$ cat src/rtl/pattern_deser.sv
// ---------------------------------------------------------------------------
// pattern_deser
//   Serial-to-parallel front end for the second-"01" pattern detector.
//   Assembles a serial bitstream into WIDTH-bit words, queues completed words
//   in a DEPTH-entry FIFO, and presents the head word on a valid/ready port.
//   A sticky overflow flag and a 16-bit accepted-word counter aid debug.
//
// Parameters
//   WIDTH      word width in bits (>= 2)
//   DEPTH      FIFO entries (power of two, >= 2)
//   MSB_FIRST  1: first received bit lands in data_o[WIDTH-1]
//              0: first received bit lands in data_o[0]
//
// Ports
//   clk_i       clock, rising edge
//   rst_i       asynchronous active-high reset
//   bit_i       serial data bit
//   bit_vld_i   bit_i is sampled on this edge
//   flush_i     discard the partially assembled word (wins over bit_vld_i)
//   data_o      FIFO head word (registered)
//   vld_o       FIFO not empty
//   rdy_i       consumer accepts data_o this cycle
//   ovf_o       sticky: a completed word was dropped on a full FIFO
//   clr_ovf_i   clears ovf_o (a same-cycle overflow wins)
//   word_cnt_o  count of words written into the FIFO, wraps silently
// ---------------------------------------------------------------------------
module pattern_deser #(
   parameter int unsigned WIDTH     = 8,
   parameter int unsigned DEPTH     = 2,
   parameter int unsigned MSB_FIRST = 1
) (
   input  logic             clk_i,
   input  logic             rst_i,
   input  logic             bit_i,
   input  logic             bit_vld_i,
   input  logic             flush_i,
   output logic [WIDTH-1:0] data_o,
   output logic             vld_o,
   input  logic             rdy_i,
   output logic             ovf_o,
   input  logic             clr_ovf_i,
   output logic [15:0]      word_cnt_o
);

   localparam int unsigned AW = $clog2(DEPTH);
   localparam int unsigned BW = $clog2(WIDTH);
   localparam int unsigned CW = AW + 1;

   // ------------------------------------------------------------------
   // Deserializer
   // ------------------------------------------------------------------
   logic [WIDTH-1:0] sr;
   logic [WIDTH-1:0] sr_shift;
   logic [BW-1:0]    bcnt;
   logic             word_done;

   if (MSB_FIRST != 0) begin : g_msb_first
      assign sr_shift = {sr[WIDTH-2:0], bit_i};
   end else begin : g_lsb_first
      assign sr_shift = {bit_i, sr[WIDTH-1:1]};
   end

   assign word_done = bit_vld_i & ~flush_i & (bcnt == BW'(WIDTH - 1));

   always_ff @(posedge clk_i or posedge rst_i) begin
      if (rst_i) begin
         sr   <= '0;
         bcnt <= '0;
      end else if (flush_i) begin
         sr   <= '0;
         bcnt <= '0;
      end else if (bit_vld_i) begin
         sr <= sr_shift;
         if (bcnt == BW'(WIDTH - 1)) begin
            bcnt <= '0;
         end else begin
            bcnt <= bcnt + 1'b1;
         end
      end
   end

   // ------------------------------------------------------------------
   // Output FIFO
   // ------------------------------------------------------------------
   logic [WIDTH-1:0] mem [DEPTH];
   logic [AW-1:0]    wr_ptr;
   logic [AW-1:0]    rd_ptr;
   logic [AW-1:0]    rd_ptr_inc;
   logic [CW-1:0]    count;
   logic [WIDTH-1:0] data_q;
   logic [WIDTH-1:0] data_d;
   logic             full;
   logic             pop;
   logic             push;
   logic             drop;
   logic             ovf_q;
   logic [15:0]      wcnt_q;

   assign full       = (count == CW'(DEPTH));
   assign pop        = vld_o & rdy_i;
   // A pop on a full FIFO frees a slot in the same edge, so the push fits.
   assign push       = word_done & (~full | pop);
   assign drop       = word_done & full & ~pop;
   assign rd_ptr_inc = rd_ptr + 1'b1;

   // data_o is a register holding the head entry. After a pop the next head
   // is either the following stored entry or, when the FIFO would otherwise
   // run dry, the word being pushed on this same edge.
   always_comb begin
      data_d = data_q;
      if (pop) begin
         if (count > CW'(1)) begin
            data_d = mem[rd_ptr_inc];
         end else if (push) begin
            data_d = sr_shift;
         end
      end else if ((count == '0) && push) begin
         data_d = sr_shift;
      end
   end

   always_ff @(posedge clk_i) begin
      if (push) begin
         mem[wr_ptr] <= sr_shift;
      end
   end

   always_ff @(posedge clk_i or posedge rst_i) begin
      if (rst_i) begin
         wr_ptr <= '0;
         rd_ptr <= '0;
         count  <= '0;
         data_q <= '0;
      end else begin
         data_q <= data_d;
         if (push) begin
            wr_ptr <= wr_ptr + 1'b1;
         end
         if (pop) begin
            rd_ptr <= rd_ptr_inc;
         end
         unique case ({push, pop})
            2'b10:   count <= count + 1'b1;
            2'b01:   count <= count - 1'b1;
            default: count <= count;
         endcase
      end
   end

   // ------------------------------------------------------------------
   // Debug: sticky overflow and accepted-word counter
   // ------------------------------------------------------------------
   always_ff @(posedge clk_i or posedge rst_i) begin
      if (rst_i) begin
         ovf_q <= 1'b0;
      end else if (drop) begin
         ovf_q <= 1'b1;
      end else if (clr_ovf_i) begin
         ovf_q <= 1'b0;
      end
   end

   always_ff @(posedge clk_i or posedge rst_i) begin
      if (rst_i) begin
         wcnt_q <= '0;
      end else if (push) begin
         wcnt_q <= wcnt_q + 1'b1;
      end
   end

   assign data_o     = data_q;
   assign vld_o      = (count != '0);
   assign ovf_o      = ovf_q;
   assign word_cnt_o = wcnt_q;

endmodule

$ cat config.mk
export PLATFORM = sky130hd
export DESIGN_NAME = pattern_deser
export DESIGN_NICKNAME = d
export VERILOG_FILES = /design/src/rtl/pattern_deser.sv
export SDC_FILE = /design/constraint.sdc
export NUM_CORES = 1
export LEC_CHECK = 0
export ABC_AREA = 1
export CORE_UTILIZATION = 50
export CTS_CLUSTER_DIAMETER = 40
export DETAILED_ROUTE_END_ITERATION = 7
export GPL_ROUTABILITY_DRIVEN = 0
export PLACE_DENSITY = 0.83
export RECOVER_POWER = 100
export SLEW_MARGIN = 20
export SYNTH_ARGS = -nofsm -noshare
export SYNTH_HDL_FRONTEND = slang
export SYNTH_SLANG_ARGS = --single-unit
$ cat constraint.sdc
create_clock -name clk_i -period 1.91 [get_ports clk_i]
set_clock_uncertainty 0.05 [all_clocks]
set_input_delay 0.2865 -clock clk_i [delete_from_list [all_inputs] [get_ports clk_i]]
set_output_delay 0.2865 -clock clk_i [all_outputs]
set_load 0.02 [all_outputs]
==> impl_metrics.py, run 1 <==
metrics = {
    "worst_setup_path": {
        "slowest_delay_ns": 0.71,
        "cp.arrival_ns": 1.48,
        "crit_type": "register to primary output",
        "cp_num_buf_inv": 1,
        "r2r_end": "mem[1][0]",
        "timing.rr.start": "count[0]",
        "cp.required_ns": 1.57,
        "cp-start-kind": "register",
        "crit_chain": "dlygate4sd3_1",
        "ff2ff_setup_slack_ns": 0.12,
        "crit_fanout": 4,
        "cp-end-kind": "primary output",
        "slowest_stage": "dlygate4sd3_1",
        "reg2regPathDepth": 7,
        "critPathTopFamily": "buffers and inverters",
    },
    "routing": {
        "drc": 0,
        "num_vias": 1980,
        "wl_per_cell_um": 12.7,
        "drtAntennaViolNets": 0,
        "firstDrtPassIters": 4,
        "viasPerCell": 4.95,
        "dr.first_iter.drc_count": 70,
        "drt-total-wl_um": 5070,
    },
    "cells_and_area": {
        "final_cell_area_um2": 3150,
        "finalNonFillerCells": 400,
        "post-route-util": 0.616,
        "syn2layout_area_growth_pct": 18.3,
        "antenna_cells": 0,
        "fillers": 465,
        "drive_above_1_share": 0.0939,
        "fin_nets": 342,
    },
    "synthesis": {
        "synth_ff_type": "dfrtp_1",
        "post-synth-top-area-fraction": 0.367,
        "synth_nets": 304,
        "synthTopCellsByCount": "104 x nand2_1, 39 x dfrtp_1, 33 x inv_1",
        "yosysSeqAreaShare": 0.548,
        "synthTopCellsByArea": "dfrtp_1 37%, edfxtp_1 18%, nand2_1 15%",
        "synth_area_per_cell_um2": 9.14,
        "yosysTopAreaCell": "dfrtp_1",
        "syn_inst": 291,
        "yosys_warnings": 0,
        "synth-edff-count": 16,
        "ys_types": 27,
        "synth_most_common_cell": "nand2_1",
        "syn-cell-area_um2": 2660,
        "async_reset_ff_frac": 0.709,
        "ys_ff_latch": 55,
    },
    "pwr": {
        "power.density_nw_per_um2": 891,
        "total_power_mw": 2.80,
        "p_leak_nw": 1.53,
        "ir_drop_mv": 0.395,
    },
    "floorplanning": {
        "ios": 33,
        "initial_core_util": 0.521,
        "dieHeight_um": 74.9,
        "rows": 26,
        "core_um2": 5110,
        "dieArea_um2": 5620,
        "die_width_um": 74.9,
    },
    "worst_hold_path": {
        "hold_path_end": "data_o[5]",
        "hold_path.class": "register to register",
        "hp-start": "data_o[5]",
        "min_delay_path_depth": 2,
    },
    "status": {
        "status": "finished clean",
    },
    "flow_run": {
        "max_cap_violations": 0,
    },
    "clock_tree": {
        "clk_pin_slew_ns": 0.10,
        "clock_path_buffers": 2,
        "cts_tree": "built",
        "cts_root_buf": "clkbuf_8",
        "clock_latency_ns": 0.30,
        "cts_made_buffers": 5,
        "clock-sinks": 55,
        "post-cts-setup-buffers": 0,
        "cts.htree.levels": 2,
    },
    "global_route": {
        "first_global_vias": 1898,
        "grt_overflow_total": 0,
        "grt_pass1_wl_um": 8510,
        "grt_max_degree": 40,
        "grt_usage": 0.203,
        "antenna_found_initial": 0,
    },
    "sta": {
        "fin_hold_ws_ns": 0.426,
        "finalSetupViolations": 0,
        "setup_tns_ns": 0,
        "drv_slew": 0,
        "max_freq_mhz": 550,
        "worst_pin_slew_ns": 0.966,
        "finalCritPeriodShare": 0.952,
        "period_needed_ns": 1.82,
        "rsz0062_at_grt": "no",
        "hold_viol": 0,
        "relSlewSlack": 0.356,
        "layout_setup_ws_ns": 0.0920,
    },
    "place": {
        "io_buffers": 32,
        "place_inst": 392,
        "dp_slack_ns": 0.0623,
        "postPlaceCellArea_um2": 3080,
        "hpwl_um": 3720,
    },
}
[cell usage in the layout, fill, tap and decap left out]
master,n
buf_4,2
clkbuf_2,1
clkbuf_8,5
clkdlybuf4s50_1,5
clkinv_1,1
clkinv_4,2
clkinvlp_4,1
dfrtp_1,39
dlygate4sd2_1,1
dlygate4sd3_1,26
edfxtp_1,16
ha_1,6
inv_1,33
inv_2,1
nand2_1,104
nand2_2,3
nand2_4,4
nand3_1,21
nand3_2,2
nand3b_1,2
nand4_1,4
nor2_1,13
nor2_2,4
nor2_4,3
nor2_8,1
o21ai_0,10
o22ai_1,9
or2_0,1
xnor2_1,4
xor2_1,4
xor2_2,2
[worst max path at each step]
stage                        from             to  slack, ns  cells past startpoint
floorplan                count[0]      mem[1][0]       0.07                      8
global placement        bit_vld_i      mem[1][1]       0.13                      5
detailed placement      bit_vld_i      mem[1][2]       0.06                      5
CTS                      count[0]          vld_o       0.08                      4
global route             count[1]      data_o[5]       0.01                      9
finish              word_cnt_o[3]  word_cnt_o[3]       0.09                      1
[timing repair]
action	in CTS	in global routing
pin swaps	0	1
endpoints found under the hold margin	0	0
hold buffers	0	0
resized for setup	1	0
endpoints found under the setup margin	1	1
[final cells by class]
| cell class | instances | area, µm² | area share |
|---|---|---|---|
| clock buffer | 5 | 68.8 | 0.0219 |
| clock inverter | 3 | 25.0 | 0.00796 |
| inverter | 35 | 131 | 0.0418 |
| multi-input combinational | 197 | 1040 | 0.330 |
| sequential | 55 | 1460 | 0.463 |
| tap | 70 | 87.6 | 0.0278 |
| timing repair buffer | 35 | 339 | 0.108 |
[kinds of logic (layout without fill, tap and decap cells)]
| group | Yosys count | count (layout) | share of synthesized area |
|---|---|---|---|
| AOI/OAI and AO/OA | 19 | 19 | 0.0400 |
| xor gates and xnor gates | 10 | 10 | 0.0386 |
| adders and majority gates | 6 | 6 | 0.0282 |
| buffers and inverters | 39 | 78 | 0.0597 |
| DFF | 55 | 55 | 0.548 |
| and+or+nand+nor | 162 | 162 | 0.286 |
[routing by layer]
layer / global-route usage / vias up / share of wire
li1: - / 1000 / -
met1: 0.240 / 928 / 0.43
met2: 0.381 / 45 / 0.52
met3: 0.0335 / 7 / 0.037
met4: 0.0524 / 0 / 0.0083
met5: 0 / - / 0
[state kept, by name, summed over array words and instances, names as in the netlist]
| name | cells |
|---|---|
| rd_ptr | 1 |
| data_o | 8 |
| word_cnt_o | 16 |
| mem | 16 |
| count | 2 |
| wr_ptr | 1 |
| bcnt | 3 |
| sr | 7 |
| ovf_o | 1 |
[power breakdown]
part / leakage, nW / internal (mW) / switching (mW)
registers: 0.669 / 1.30 / 0.0901
clock network: 0.0443 / 0.263 / 0.370
logic: 0.817 / 0.273 / 0.503
total: 1.53 / 1.84 / 0.963
No activity file was read; power rests on OpenSTA's default activity.
==> run 2, diff against run 1 <==
--- a/config.mk
+++ b/config.mk
@@ -6,12 +6,14 @@
 export NUM_CORES = 1
 export LEC_CHECK = 0
 export ABC_AREA = 1
+export CORE_MARGIN = 10
 export CORE_UTILIZATION = 50
 export CTS_CLUSTER_DIAMETER = 40
 export DETAILED_ROUTE_END_ITERATION = 7
 export GPL_ROUTABILITY_DRIVEN = 0
 export PLACE_DENSITY = 0.83
 export RECOVER_POWER = 100
+export SETUP_SLACK_MARGIN = 0.4
 export SLEW_MARGIN = 20
 export SYNTH_ARGS = -nofsm -noshare
 export SYNTH_HDL_FRONTEND = slang
==> run 2 against run 1 <==
Net effect: largest cell class unchanged; sequential share of layout area shrank 5.2 points; cell count grew 5.5%; critical endpoint is now word_cnt_o[5]; combinational power grew 62%; core utilization grew 7.4 points; register-to-register slack gained 0.08 ns; routed wire length grew 29%; via count grew 11%; global-route usage shrank 5.6 points; flip-flop and latch count is the same; clock power shrank 0.6%; first-iteration DRC count grew 120%; critical path depth grew 7.
==> impl_metrics.py, run 2 (synthesized netlist as in run 1, its figures left out) <==
metrics = {
    "status": {
        "status": "finished clean",
    },
    "sta": {
        "relSlewSlack": 0.348,
        "period_needed_ns": 1.71,
        "hold_viol": 0,
        "finalCritPeriodShare": 0.894,
        "finalSetupViolations": 0,
        "setup_tns_ns": 0,
        "max_freq_mhz": 586,
        "fin_hold_ws_ns": 0.423,
        "worst_pin_slew_ns": 0.979,
        "layout_setup_ws_ns": 0.203,
        "drv_slew": 0,
        "rsz0062_at_grt": "yes",
    },
    "routing": {
        "drc": 0,
        "drtAntennaViolNets": 0,
        "num_vias": 2199,
        "wl_per_cell_um": 15.5,
        "dr.first_iter.drc_count": 156,
        "viasPerCell": 5.21,
        "firstDrtPassIters": 4,
        "drt-total-wl_um": 6520,
    },
    "global_route": {
        "use_met1": 0.174,
        "grt_max_degree": 40,
        "antenna_found_initial": 0,
        "grt_use_met2": 0.241,
        "gr-max-usage-layer": "met2",
        "grt_overflow_total": 0,
        "grt_usage": 0.147,
        "gr-usage-met3": 0.0420,
        "grt_pass1_wl_um": 10200,
        "first_global_vias": 2100,
    },
    "pwr": {
        "pwr-share-clk": 0.192,
        "seq_power_share": 0.423,
        "total_power_mw": 3.27,
        "p_sw_frac": 0.358,
        "power.density_nw_per_um2": 923,
        "comb_power_share": 0.385,
        "switchingPower_mw": 1.17,
        "p_leak_nw": 1.68,
        "ir_drop_mv": 0.916,
        "p_int_mw": 2.10,
    },
    "floorplanning": {
        "core_um2": 5140,
        "die_width_um": 92.9,
        "initial_core_util": 0.518,
        "dieHeight_um": 92.9,
        "ios": 33,
        "dieArea_um2": 8640,
        "rows": 26,
    },
    "clock_tree": {
        "clock_latency_ns": 0.31,
        "cts_root_buf": "clkbuf_8",
        "clk_pin_slew_ns": 0.09,
        "cts.htree.levels": 2,
        "hold_buffers": 0,
        "cts_tree": "built",
        "clock_path_buffers": 2,
        "cts_made_buffers": 5,
        "clock-sinks": 55,
    },
    "cells_and_area": {
        "final_cell_area_um2": 3550,
        "drive_above_1_share": 0.233,
        "finalNonFillerCells": 422,
        "fin_nets": 364,
        "post-route-util": 0.690,
        "layout_commonest_cell": "nand2_1",
        "mostFrequentLayoutCells": "92 x nand2_1, 38 x dfrtp_1, 27 x inv_1",
        "syn2layout_area_growth_pct": 33.3,
        "antenna_cells": 0,
    },
    "worst_setup_path": {
        "timing.rr.start": "bcnt[1]",
        "slowest_delay_ns": 0.39,
        "slowest_stage": "dfrtp_1",
        "crit_chain": "ha_1, ha_4, inv_4, nor2_8, nand2_8, clkbuf_2, nor2_4, xor2_1",
        "cp.arrival_ns": 1.86,
        "cp-start-kind": "register",
        "cp.required_ns": 2.06,
        "crit_fanout": 8,
        "crit_type": "register to register",
        "cp-end-kind": "register",
        "startpoint": "bcnt[1]",
        "reg2regPathDepth": 8,
    },
    "worst_hold_path": {
        "min_delay_path_depth": 2,
        "hold_path.class": "register to register",
        "hp-start": "data_o[7]",
    },
    "place": {
        "place_inst": 393,
        "io_buffers": 32,
        "hpwl_um": 4100,
        "dp_slack_ns": 0.0688,
        "postPlaceCellArea_um2": 3120,
    },
    "flow_run": {
        "max_cap_violations": 0,
    },
}
==> run 2: cell count changes in the layout (fill, tap and decap cells not counted), moves of 6 or more <==
cell,change
dlygate4sd3_1,-23
dlygate4sd2_1,+20
buf_4,+12
nand2_1,-12
o21ai_0,-8
nand2_2,+7
inv_1,-6
nor2_4,+6
==> run 2: metal layers <==
layer	part of all wire	wire (µm)	vias to the layer above
met5	0	0	-
met4	0.034	222	0
met3	0.069	447	19
met2	0.49	3220	83
met1	0.40	2630	1051
li1	-	-	1046
==> run 2: power groups by stage <==
stage | sequential, mW | clock (mW) | combinational [mW]
2_1_floorplan | 1.46 | 0 | 0.584
3_3_place_gp | 1.41 | 0 | 0.867
3_5_place_dp | 1.42 | 0 | 0.893
4_1_cts | 1.39 | 0.649 | 1.09
5_1_grt | 1.40 | 0.700 | 1.36
6_report | 1.38 | 0.628 | 1.26
==> run 2: repair_timing <==
| item | CTS | global route |
|---|---|---|
| endpoints found under the setup margin | 66 | 49 |
| setup buffers | 12 | 7 |
| pin swaps | 14 | 18 |
| cloned | 2 | 0 |
| gates resized for setup | 62 | 41 |
==> run 2: worst max-delay path: cells and delay by family, from the launching register on <==
family,cells,cell delay (ns)
xor+xnor,1,0.15
fa+ha+maj,2,0.42
buf+inv,2,0.36
flops,1,0.39
simple gates,3,0.22
==> run 2: path summary, 6_finish.rpt <==
| path | slack [ns] | endpoint |
|---|---|---|
| worst max-delay path | 0.20 | word_cnt_o[5] |
| worst min-delay path | 0.42 | data_o[7] |
| worst max register to register | 0.20 | word_cnt_o[5] |
| worst min register to register | 0.42 | data_o[7] |
| max in group asynchronous | 0.50 | word_cnt_o[3] |
| min in group asynchronous | 0.66 | word_cnt_o[14] |
==> run 2: layout make-up <==
class	count	area, µm²
Clock inverter	2	12.5
Sequential cell	55	1460
Tap cell	70	87.6
Inverter	35	151
Clock buffer	6	72.6
Fill cell	397	1590
Timing Repair Buffer	56	517
Multi-Input combinational cell	198	1250
==> run 3, diff against run 2 <==
--- a/config.mk
+++ b/config.mk
@@ -7,11 +7,11 @@
 export LEC_CHECK = 0
 export ABC_AREA = 1
 export CORE_MARGIN = 10
-export CORE_UTILIZATION = 50
+export CORE_UTILIZATION = 35
 export CTS_CLUSTER_DIAMETER = 40
 export DETAILED_ROUTE_END_ITERATION = 7
 export GPL_ROUTABILITY_DRIVEN = 0
-export PLACE_DENSITY = 0.83
+export PLACE_DENSITY = 0.62
 export RECOVER_POWER = 100
 export SETUP_SLACK_MARGIN = 0.4
 export SLEW_MARGIN = 20
==> constraint.sdc (replaced) <==
create_clock -name clk_i -period 2.1 [get_ports clk_i]
set_clock_uncertainty 0.05 [all_clocks]
set_input_delay 0.315 -clock clk_i [delete_from_list [all_inputs] [get_ports clk_i]]
set_output_delay 0.315 -clock clk_i [all_outputs]
set_load 0.02 [all_outputs]
==> run 3 against run 2 <==
Net effect: global-route usage shrank 4.7 points; power down 19%; worst hold slack about the same; first-iteration DRC count fell by 68%; worst setup slack better by 0.049 ns; flip-flop and latch count unchanged; sequential power is 9% lower; routed wire length shrank 16%; count of clock-buffer cells in the layout did not move; via count fell by 10%; cell count up 2.4%; combinational power fell by 32%.
==> impl_metrics.py, run 3 (synthesized netlist as in run 1, its figures left out) <==
metrics = {
    "pwr": {
        "switchingPower_mw": 0.922,
        "p_int_mw": 1.74,
        "p_sw_frac": 0.347,
        "comb_power_share": 0.321,
        "seq_power_share": 0.468,
        "pwr-share-clk": 0.211,
        "total_power_mw": 2.66,
        "ir_drop_mv": 0.290,
        "power.density_nw_per_um2": 831,
        "p_leak_nw": 1.55,
    },
    "place": {
        "io_buffers": 32,
        "place_inst": 421,
        "hpwl_um": 4080,
        "dp_slack_ns": 0.162,
        "postPlaceCellArea_um2": 3130,
    },
    "global_route": {
        "grt_usage": 0.0998,
        "first_global_vias": 2028,
        "grt_pass1_wl_um": 9390,
        "grt_overflow_total": 0,
        "antenna_found_initial": 0,
        "grt_max_degree": 40,
    },
    "cells_and_area": {
        "fillers": 711,
        "drive_above_1_share": 0.0991,
        "antenna_cells": 0,
        "fin_nets": 345,
        "post-route-util": 0.437,
        "layout_commonest_cell": "nand2_1",
        "final_cell_area_um2": 3200,
        "syn2layout_area_growth_pct": 20.4,
        "mostFrequentLayoutCells": "106 x nand2_1, 39 x dfrtp_1, 29 x inv_1",
        "finalNonFillerCells": 432,
    },
    "floorplanning": {
        "ios": 33,
        "dieHeight_um": 107,
        "rows": 31,
        "initial_core_util": 0.363,
        "core_um2": 7330,
        "die_width_um": 107,
        "dieArea_um2": 11500,
    },
    "clock_tree": {
        "clock_latency_ns": 0.31,
        "cts.htree.levels": 2,
        "cts_tree": "built",
        "cts_root_buf": "clkbuf_8",
        "clk_pin_slew_ns": 0.09,
        "clock_path_buffers": 2,
        "cts_made_buffers": 5,
        "clock-sinks": 55,
        "hold_buffers": 0,
    },
    "status": {
        "status": "finished clean",
    },
    "routing": {
        "drtAntennaViolNets": 0,
        "viasPerCell": 4.56,
        "wl_per_cell_um": 12.7,
        "drc": 0,
        "drt-total-wl_um": 5490,
        "dr.first_iter.drc_count": 50,
        "num_vias": 1970,
        "firstDrtPassIters": 4,
    },
    "sta": {
        "relSlewSlack": 0.357,
        "layout_setup_ws_ns": 0.252,
        "hold_viol": 0,
        "setup_tns_ns": 0,
        "rsz0062_at_grt": "no",
        "finalSetupViolations": 0,
        "period_needed_ns": 1.85,
        "finalCritPeriodShare": 0.880,
        "worst_pin_slew_ns": 0.964,
        "max_freq_mhz": 541,
        "fin_hold_ws_ns": 0.422,
        "drv_slew": 0,
    },
    "worst_setup_path": {
        "ff2ff_setup_slack_ns": 0.32,
        "cp-end-kind": "register",
        "slowest_stage": "dlygate4sd3_1",
        "slowest_delay_ns": 0.66,
        "crit_chain": "dlygate4sd3_1, nand2_4, nor2_8, nand2_8, nor2_2",
        "cp-start-kind": "input port",
        "crit_type": "input port to register",
        "cp.required_ns": 2.01,
        "crit_fanout": 9,
        "cp.arrival_ns": 1.76,
    },
    "worst_hold_path": {
        "hold_path.class": "register to register",
    },
    "flow_run": {
        "max_cap_violations": 0,
    },
}
run 3: power groups by stage:
stage               logic, mW  clock network [mW]  registers, mW
finish                  0.854               0.561           1.25
global route            0.945               0.620           1.26
CTS                     0.815               0.574           1.25
detailed placement      0.820                   0           1.27
global placement        0.802                   0           1.27
floorplan               0.499                   0           1.32
run 3: critical path, delay by kind of cell:
| kind | cells | cell delay, ns |
|---|---|---|
| buf+inv | 1 | 0.66 |
| simple gates | 4 | 0.79 |
run 3: worst paths after layout:
check | start | end | depth (start not counted)
min | sr[4] | mem[1][5] | 0
max in group asynchronous | rst_i | sr[3] | 3
min reg2reg | sr[4] | mem[1][5] | 0
min in group asynchronous | rst_i | sr[1] | 3
max | bit_vld_i | mem[1][1] | 5
max reg2reg | count[1] | mem[1][1] | 7
run 3: final cells by class:
class                   instances  area, µm²  share of cell area
inverters                      35        136              0.0426
clock inverters                 2       8.76             0.00273
flip-flops and latches         55       1460               0.455
clock buffers                   6       72.6              0.0227
well taps                      99        124              0.0387
multi-input cells             197       1080               0.336
repair buffers                 38        329               0.103
run 3: routing by layer:
metal / global-route usage / up-vias / share of wire / wire [µm]
li1: - / 1003 / - / -
met1: 0.114 / 914 / 0.43 / 2350
met2: 0.161 / 42 / 0.48 / 2630
met3: 0.0419 / 11 / 0.074 / 404
met4: 0.0416 / 0 / 0.019 / 106
met5: 0 / - / 0 / 0
run 3: timing repair:
action	4_1_cts	5_1_grt
hold endpoints to repair	0	0
setup buffers	0	3
resized for setup	19	16
setup endpoints to repair	29	34
pin swaps	0	7
